[config.mk]
export PLATFORM = sky130hd
export DESIGN_NAME = decoder_4x7
export DESIGN_NICKNAME = d
export VERILOG_FILES = /design/src/rtl/decoder_4x7.sv
export SDC_FILE = /design/constraint.sdc
export NUM_CORES = 1
export LEC_CHECK = 0
export ABC_AREA = 0
export BUFFER_PORTS_ARGS = -buffer_cell sky130_fd_sc_hd__buf_2
export CAP_MARGIN = 20
export CORE_AREA = 3 3 40 42
export DETAILED_ROUTE_END_ITERATION = 10
export DIE_AREA = 0 0 43 45
export PLACE_DENSITY = 0.56
export SYNTH_ARGS = -nofsm -noshare
export SYNTH_HDL_FRONTEND = slang
export SYNTH_SLANG_ARGS = --single-unit
[constraint.sdc]
create_clock -name clk -period 0.8 [get_ports clk]
set_clock_uncertainty 0.1 [all_clocks]
set_input_delay 0.16 -clock clk [delete_from_list [all_inputs] [get_ports clk]]
set_output_delay 0.16 -clock clk [all_outputs]
set_load 0.05 [all_outputs]
[src/rtl/decoder_4x7.sv]
// rtl/decoder_4x7.sv - registered 4-bit hex to 7-segment decoder with blanking enable
//
// Purpose:
//    Converts a 4-bit digit value (0x0-0xF) into 7-segment drive levels.
//    The decode is computed combinationally and captured in a segment
//    register, so decoder_out is one clk cycle behind the inputs and has
//    no combinational path from binary_in or enable.
//
// Parameters:
//    ACTIVE_LOW  1 = lit segment driven 0 (common anode)
//                0 = lit segment driven 1 (common cathode)
//
// Ports:
//    clk          in   1  system clock, rising edge
//    rst_n        in   1  asynchronous active-low reset, forces blank
//    binary_in    in   4  digit value to display
//    enable       in   1  1 = show digit, 0 = blank digit
//    decoder_out  out  7  segment drive {g,f,e,d,c,b,a}

module decoder_4x7 #(
   parameter bit ACTIVE_LOW = 1'b0
) (
   input  logic       clk,
   input  logic       rst_n,
   input  logic [3:0] binary_in,
   input  logic       enable,
   output logic [6:0] decoder_out
);

   // "All segments off" in the polarity of the attached display.
   localparam logic [6:0] BLANK = ACTIVE_LOW ? 7'h7F : 7'h00;

   logic [6:0] seg_hi;   // active-high segment pattern for binary_in
   logic [6:0] seg_d;
   logic [6:0] seg_q;

   always_comb begin
      seg_hi = 7'h00;
      unique case (binary_in)
         4'h0: seg_hi = 7'h3F;
         4'h1: seg_hi = 7'h06;
         4'h2: seg_hi = 7'h5B;
         4'h3: seg_hi = 7'h4F;
         4'h4: seg_hi = 7'h66;
         4'h5: seg_hi = 7'h6D;
         4'h6: seg_hi = 7'h7D;
         4'h7: seg_hi = 7'h07;
         4'h8: seg_hi = 7'h7F;
         4'h9: seg_hi = 7'h6F;
         4'hA: seg_hi = 7'h77;
         4'hB: seg_hi = 7'h7C;
         4'hC: seg_hi = 7'h39;
         4'hD: seg_hi = 7'h5E;
         4'hE: seg_hi = 7'h79;
         4'hF: seg_hi = 7'h71;
         default: seg_hi = 7'h00;
      endcase
   end

   // Polarity is applied before the register so the output pins come
   // straight from flops and never pass through an intermediate state.
   always_comb begin
      seg_d = BLANK;
      if (enable) begin
         seg_d = seg_hi ^ {7{ACTIVE_LOW}};
      end
   end

   always_ff @(posedge clk or negedge rst_n) begin
      if (!rst_n) begin
         seg_q <= BLANK;
      end else begin
         seg_q <= seg_d;
      end
   end

   assign decoder_out = seg_q;

endmodule

=== Word level (Yosys, flattened, before mapping) ===
Memories as Yosys holds them, arrays and structs flattened.
Index checks and enable logic that the tools add are counted.

* Multiplexer cells: 1

{| class="wikitable"
|+ Operator list
! kind !! count
|-
| 7-bit 2-to-1 mux || 1
|}

* Flip-flop bits (word level): 7
* ROM bits: 112
* Word-level logic and storage cells: 3
* Memories: 1

{| class="wikitable"
|+ Memory list
! memory !! words !! bits a word !! rd ports !! clocked after memory_dff !! wr ports !! RTL line !! RTL
|-
| (name not given) || 16 || 7 || 1 || 0 || 0 || 39 || <nowiki>unique case (binary_in)</nowiki>
|}

=== Longest topological paths before layout ===
Gate-level depths: netlist of run 1.
An unclocked memory read counts as a cell.

* Depth in word-level cells: 2
* Depth in mapped cells: 5
* Gate-level depth less buffers: 5

=== Least setup slack after synthesis of run 1 ===
Ideal clock, no wire load.

* Path type: input port to flip-flop
* Start: input binary_in[0]
* End: register seg_q[6] (netlist: decoder_out[6])
* Setup time: 94 ps
* Arrival time: 916 ps
* Slack: -310 ps
* Stages: 4
* Buffers on the path: 0
* Cell sequence: inv_1 ha_1 mux2_1 a221oi_2

* Cells in the longest elaborated chain, start to end: 2

{| class="wikitable"
|+ Ends and longest elaborated chain
! item !! RTL line !! RTL
|-
| from (decl) || 25 || <nowiki>input logic [3:0] binary_in,</nowiki>
|-
| memory read 16 x 7 bit || - ||
|-
| 7-bit 2-to-1 mux || 64 || <nowiki>if (enable) begin</nowiki>
|-
| named net seg_d[6] || 34 || <nowiki>logic [6:0] seg_d;</nowiki>
|-
| to (signal assigned) || 73 || <nowiki>seg_q <= seg_d;</nowiki>
|-
| to (decl) || 35 || <nowiki>logic [6:0] seg_q;</nowiki>
|}

The timed path passes the listed nets, and every way through them passes these cells.

=== Worst setup path in the final report of run 1 ===
* Start: register seg_q[1] (netlist: decoder_out[1])
* End: output decoder_out[1]

{| class="wikitable"
|+ RTL lines
! item !! RTL line !! RTL
|-
| to (decl) || 27 || <nowiki>output logic [6:0] decoder_out</nowiki>
|}

No word-level cell between the ends.

==> impl_metrics.py, run 1 <==
metrics = {
    "critical_path": {
        "cp_slowest_stage_delay_ns": 0.40,
        "cp.required_ns": 0.54,
        "path_class": "reg -> out",
        "cp_slowest_cell": "dfrtp_2",
        "crit_arrival_ns": 0.80,
        "cp_max_fo": 1,
        "crit_chain": "buf_6",
        "critPathBufInv": 1,
        "cp-end-kind": "output port",
        "crit_family": "flip-flops",
        "cp-start-kind": "register",
    },
    "timing": {
        "whs_ns": 0.1413,
        "worst_slew_pin_slew_ns": 0.2238,
        "period_needed_ns": 1.059,
        "finalMaxSlewViolations": 0,
        "finalCritPeriodShare_pct": 132.4,
        "slew_headroom_pct": 84.98,
        "fmax_ghz": 0.9440,
        "setup_viol": 13,
        "rsz0062_at_grt": "true",
        "finalWorstSetupSlack_ns": -0.2593,
        "tns_ns": -2.183,
        "finalHoldViolations": 0,
    },
    "flow_run": {
        "cap_violations": 0,
    },
    "worst_hold_path": {
        "hold_start": "binary_in[0]",
        "hold_class": "in -> reg",
        "min_delay_worst_endpoint": "decoder_out[1]$_DFF_PN0_",
        "hold_depth": 3,
    },
    "clock_tree": {
        "ctsRootBufferMaster": "clkbuf_4",
        "cts_tree": "built",
        "cts_max_path_buffers": 2,
        "h-tree-depth": 1,
        "clock-sinks": 7,
        "clk_pin_slew_worst_paths_ns": 0.05,
        "cts_buffers": 3,
    },
    "yosys": {
        "synth_cell_types": 18,
        "yosys.area_share.xor_xnor_pct": 0,
        "synth.avg_cell_area_sq_um": 10.66,
        "yosysSeqAreaShare_pct": 37.33,
        "synthMuxAreaShare_pct": 4.533,
        "synthCells": 44,
        "synth-simple-area-share_pct": 18.67,
        "yosysWarnings": 0,
        "synth_compound_area_share_pct": 15.47,
        "ys_ff_latch": 7,
        "synth_adder_area_share_pct": 16.00,
        "syn_nets": 57,
        "syn_area_sq_um": 469.2,
        "synth_top_family_by_area": "simple AND/OR/NAND/NOR gates",
    },
    "global_route": {
        "track_usage_pct": 14.75,
        "grt_max_degree": 9,
        "grt_overflow": 0,
        "antenna_found_initial": 0,
        "grt_first_pass_wirelength_microns": 1959,
        "grt_pass1_vias": 449,
    },
    "route": {
        "drtPass1Iterations": 2,
        "wl_per_cell_microns": 13.63,
        "routed_via_density": 4.884,
        "wl_microns": 1172,
        "num_vias": 420,
        "drtIter0Drc": 1,
        "drc_errors": 0,
        "ant_nets": 0,
    },
    "floorplan": {
        "die_h_microns": 45,
        "die_area_sq_um": 1935,
        "fp.coreArea_sq_um": 1285,
        "io_pins": 14,
        "die_width_microns": 43,
        "placementRows": 13,
        "initial_core_util_pct": 36.51,
    },
    "final_layout": {
        "syn2layout_area_growth_pct": 85.87,
        "largest_reg_flops": 7,
        "drive_gt1_share_pct": 76.06,
        "seq_area_sq_um": 182.7,
        "finalInstanceArea_sq_um": 872.1,
        "multi_input_area_sq_um": 370.4,
        "num_antenna_cells": 0,
        "n_fill_cell": 102,
        "fin_cells": 86,
        "num-nets-final": 85,
    },
    "power": {
        "power_mw": 1.165,
        "leakage_nw": 0.3732,
        "powerDensity_nw_per_um2": 1335,
        "vdd_drop_max_v": 0.0005906,
    },
    "placement": {
        "port_buffers": 13,
        "hpwl_microns": 816.3,
        "place_congestion": 0.7743,
        "dp_cells": 80,
        "dpl_cell_area_sq_um": 681.9,
    },
    "run_status": {
        "status": "complete, but fails checks",
        "violations": "negative setup slack",
    },
}
-- repair_timing --
action / CTS / global route
hold buffers: 1 / 0
gates cloned: 0 / 0
pin swaps: 7 / 7
buffers inserted: 1 / 0
endpoints found under the hold margin: 7 / 0
gates resized for setup: 28 / 7
setup endpoints to repair: 14 / 14
-- layout make-up --
class	count	area share, %
Timing Repair Buffer	25	27.40
Tap cell	15	2.152
Inverter	4	4.017
Sequential cell	7	20.95
Multi-Input combinational cell	31	42.47
Clock buffer	4	3.013
-- logic make-up after synthesis --
| logic type | count (synthesis) |
|---|---|
| multiplexers | 2 |
| AND/OR/NAND/NOR | 15 |
| AO/OA/AOI/OAI | 8 |
| adder cells (fa/ha/maj) | 6 |
| buffers and inverters | 6 |
| flip-flops | 7 |
-- power by group --
part           internal (mW)  switching, mW  leakage [nW]
Clock                  0.190          0.120        0.0150
Sequential             0.386         0.0128        0.0799
Combinational          0.202          0.254         0.278
-- placed cells by master, fill, tap and decap left out, types with 2 or more instances in the layout --
cell type	instances
ha_4	6
buf_12	2
nor2_1	2
nor3_2	2
nor3_1	4
buf_4	9
dfrtp_2	6
a211oi_2	2
buf_2	4
buf_6	9
and2b_1	3
clkbuf_4	3
nor2_2	3
-- metal layers --
layer / global-route usage (%) / vias up / wire [microns]
met3: 2.390 / 4 / 57
met4: 14.46 / 0 / 46
met1: 13.51 / 196 / 399
li1: - / 206 / -
met2: 27.25 / 14 / 669
met5: 0 / - / 0
-- synth_stat cells --
| cell type | number | area [sq um] |
|---|---|---|
| a211oi_1 | 2 | 15.01 |
| a21oi_1 | 1 | 5.000 |
| a221oi_2 | 2 | 30.03 |
| a311oi_1 | 1 | 8.760 |
| a31oi_1 | 1 | 6.260 |
| and2b_1 | 3 | 22.52 |
| buf_6 | 2 | 22.52 |
| dfrtp_1 | 7 | 175.2 |
| ha_1 | 6 | 75.07 |
| inv_1 | 4 | 15.01 |
| mux2_1 | 1 | 11.26 |
| mux2i_1 | 1 | 10.01 |
| nor2_1 | 3 | 11.26 |
| nor2_2 | 2 | 12.51 |
| nor2b_1 | 1 | 6.260 |
| nor3_1 | 5 | 25.02 |
| nor3_2 | 1 | 10.01 |
| o21a_1 | 1 | 7.510 |
-- how the worst max path moves through the flow --
stage / start / endpoint / slack [ns] / cells after the start
5_1_grt: decoder_out[1]$_DFF_PN0_ / decoder_out[1] / -0.29 / 1
2_1_floorplan: binary_in[1] / decoder_out[3]$_DFF_PN0_ / -0.18 / 5
3_3_place_gp: binary_in[1] / decoder_out[0]$_DFF_PN0_ / -0.48 / 6
3_5_place_dp: binary_in[1] / decoder_out[6]$_DFF_PN0_ / -0.52 / 5
4_1_cts: decoder_out[1]$_DFF_PN0_ / decoder_out[1] / -0.27 / 1
6_report: decoder_out[1]$_DFF_PN0_ / decoder_out[1] / -0.26 / 1
-- stage by stage --
step / util, % / worst slack, ns
2_1_floorplan: - / -0.1791
3_3_place_gp: 53.07 / -0.4825
3_5_place_dp: 53.07 / -0.5192
4_1_cts: 64.95 / -0.2665
5_1_grt: 67.87 / -0.2865
6_report: 67.87 / -0.2593
No activity file was read; power rests on OpenSTA's default activity.
==> inputs of run 2 (changes only) <==
==> constraint.sdc (replaced) <==
create_clock -name clk -period 0.8 [get_ports clk]
set_clock_uncertainty 0.1 [all_clocks]
set_input_delay 0.12 -clock clk [delete_from_list [all_inputs] [get_ports clk]]
set_output_delay 0.12 -clock clk [all_outputs]
set_load 0.05 [all_outputs]
==> run 2 against run 1 <==
Effect of this change: the run still ends with negative setup slack left; clock power grew 4%; clock-buffer cell count stayed put; core utilization up 0.19 points; worst hold slack lost 0.096 ns; combinational power decreased by 0.9%; final area grew 0.29%; sequential share of layout area shrank 0.060 points; flip-flop and latch count did not move; worst setup slack gained 0.038 ns; routed wire length down 3.6%; total power increased by 0.65%; non-clock buffer count rose by 2; critical endpoint is now decoder_out[0].
==> impl_metrics.py, run 2 (synthesis results as in run 1) <==
metrics = {
    "global_route": {
        "grt_max_degree": 10,
        "grt_pass1_vias": 406,
        "track_usage_pct": 12.66,
        "antenna_found_initial": 0,
        "grt_first_pass_wirelength_microns": 1766,
        "grt_overflow": 0,
    },
    "placement": {
        "hpwl_microns": 761.9,
        "place_congestion": 0.7719,
        "dp_slack_ns": -0.4669,
        "port_buffers": 13,
        "dp_cells": 80,
        "dpl_cell_area_sq_um": 676.9,
    },
    "timing": {
        "setup_viol": 12,
        "slew_headroom_pct": 81.65,
        "finalCritPeriodShare_pct": 127.6,
        "finalMaxSlewViolations": 0,
        "fmax_ghz": 0.9793,
        "finalHoldViolations": 0,
        "finalWorstSetupSlack_ns": -0.2211,
        "period_needed_ns": 1.021,
        "worst_slew_pin_slew_ns": 0.2731,
        "whs_ns": 0.04501,
        "rsz0062_at_grt": "true",
    },
    "critical_path": {
        "cp_max_fo": 1,
        "crit_chain": "buf_6",
        "crit_family": "flip-flops",
        "critPathBufInv": 1,
        "cp.required_ns": 0.58,
        "cp-start-kind": "register",
        "cp-end-kind": "output port",
        "crit_arrival_ns": 0.80,
        "cp_slowest_cell": "dfrtp_2",
        "path_class": "reg -> out",
        "cp_slowest_stage_delay_ns": 0.39,
    },
    "clock_tree": {
        "cts_max_path_buffers": 2,
        "clock-sinks": 7,
        "cts_tree": "built",
        "ctsRootBufferMaster": "clkbuf_4",
        "h-tree-depth": 1,
        "clk_pin_slew_worst_paths_ns": 0.05,
        "cts_buffers": 3,
    },
    "route": {
        "drtIter0Drc": 5,
        "drc_errors": 0,
        "drtPass1Iterations": 4,
        "ant_nets": 0,
        "num_vias": 432,
        "routed_via_density": 4.909,
        "wl_per_cell_microns": 12.84,
        "wl_microns": 1130,
    },
    "power": {
        "intPower_mw": 0.7794,
        "p_sw_share_pct": 33.50,
        "powerDensity_nw_per_um2": 1340,
        "power_mw": 1.172,
        "pwr-share-comb_pct": 38.6,
        "p_seq_share_pct": 34.0,
        "p_clk_share_pct": 27.5,
        "p_sw_mw": 0.3927,
        "vdd_drop_max_v": 0.0005739,
        "leakage_nw": 0.3842,
    },
    "final_layout": {
        "num_antenna_cells": 0,
        "fin_cells": 88,
        "finalInstanceArea_sq_um": 874.6,
        "largest_reg_flops": 7,
        "drive_gt1_share_pct": 73.97,
        "mostFrequentLayoutCells": "buf_4, buf_6, ha_4, dfrtp_2, buf_2",
        "syn2layout_area_growth_pct": 86.40,
        "layout_commonest_cell": "buf_4",
        "num-nets-final": 87,
    },
    "flow_run": {
        "cap_violations": 0,
    },
    "floorplan": {
        "initial_core_util_pct": 36.51,
        "fp.coreArea_sq_um": 1285,
        "die_area_sq_um": 1935,
        "die_h_microns": 45,
        "die_width_microns": 43,
        "placementRows": 13,
        "io_pins": 14,
    },
    "worst_hold_path": {
        "hold_class": "in -> reg",
    },
    "run_status": {
        "violations": "negative setup slack",
        "status": "complete, but fails checks",
    },
}
run 2: power by group through the flow:
stage	logic, mW	clock network, mW	registers [mW]
final	0.452	0.322	0.398
after CTS	0.430	0.326	0.398
after global placement	0.350	0	0.397
after global routing	0.479	0.347	0.401
after floorplan	0.134	0	0.501
after detailed placement	0.351	0	0.397
run 2: layout make-up:
cell class | count | area [sq um]
flip-flops and latches | 7 | 182.7
multi-input cells | 31 | 357.8
inverters | 4 | 35.03
fillers | 94 | 410.4
well taps | 15 | 18.77
clock buffers | 4 | 26.28
repair buffers | 27 | 254.0
run 2: routing by layer:
layer | GRT usage, % | routed length (microns)
met1 | 12.78 | 438
met3 | 3.586 | 57
met5 | 0 | 0
met4 | 7.229 | 25
met2 | 23.35 | 609
run 2: timing repair:
item | CTS | global route
setup endpoints to repair | 14 | 14
hold endpoints to repair | 7 | 0
pin swaps | 8 | 3
hold buffers | 1 | 0
resized for setup | 27 | 7
buffers inserted | 3 | 0
cloned | 0 | 0
run 2: per-stage QoR:
step | utilization [%] | setup TNS, ns
final | 68.06 | -1.605
after global routing | 68.06 | -1.887
after CTS | 65.53 | -1.597
after detailed placement | 52.68 | -2.779
after global placement | 52.68 | -2.752
after floorplan | - | -0.6679
run 2: worst paths after layout:
check                                          from  slack [ns]                       end  depth (start not counted)
setup / recovery           decoder_out[0]$_DFF_PN0_       -0.22            decoder_out[0]                          1
hold / removal                         binary_in[2]        0.05  decoder_out[2]$_DFF_PN0_                          2
max in group asynchronous                     rst_n        0.31  decoder_out[5]$_DFF_PN0_                          2
min in group asynchronous                     rst_n        0.12  decoder_out[1]$_DFF_PN0_                          2
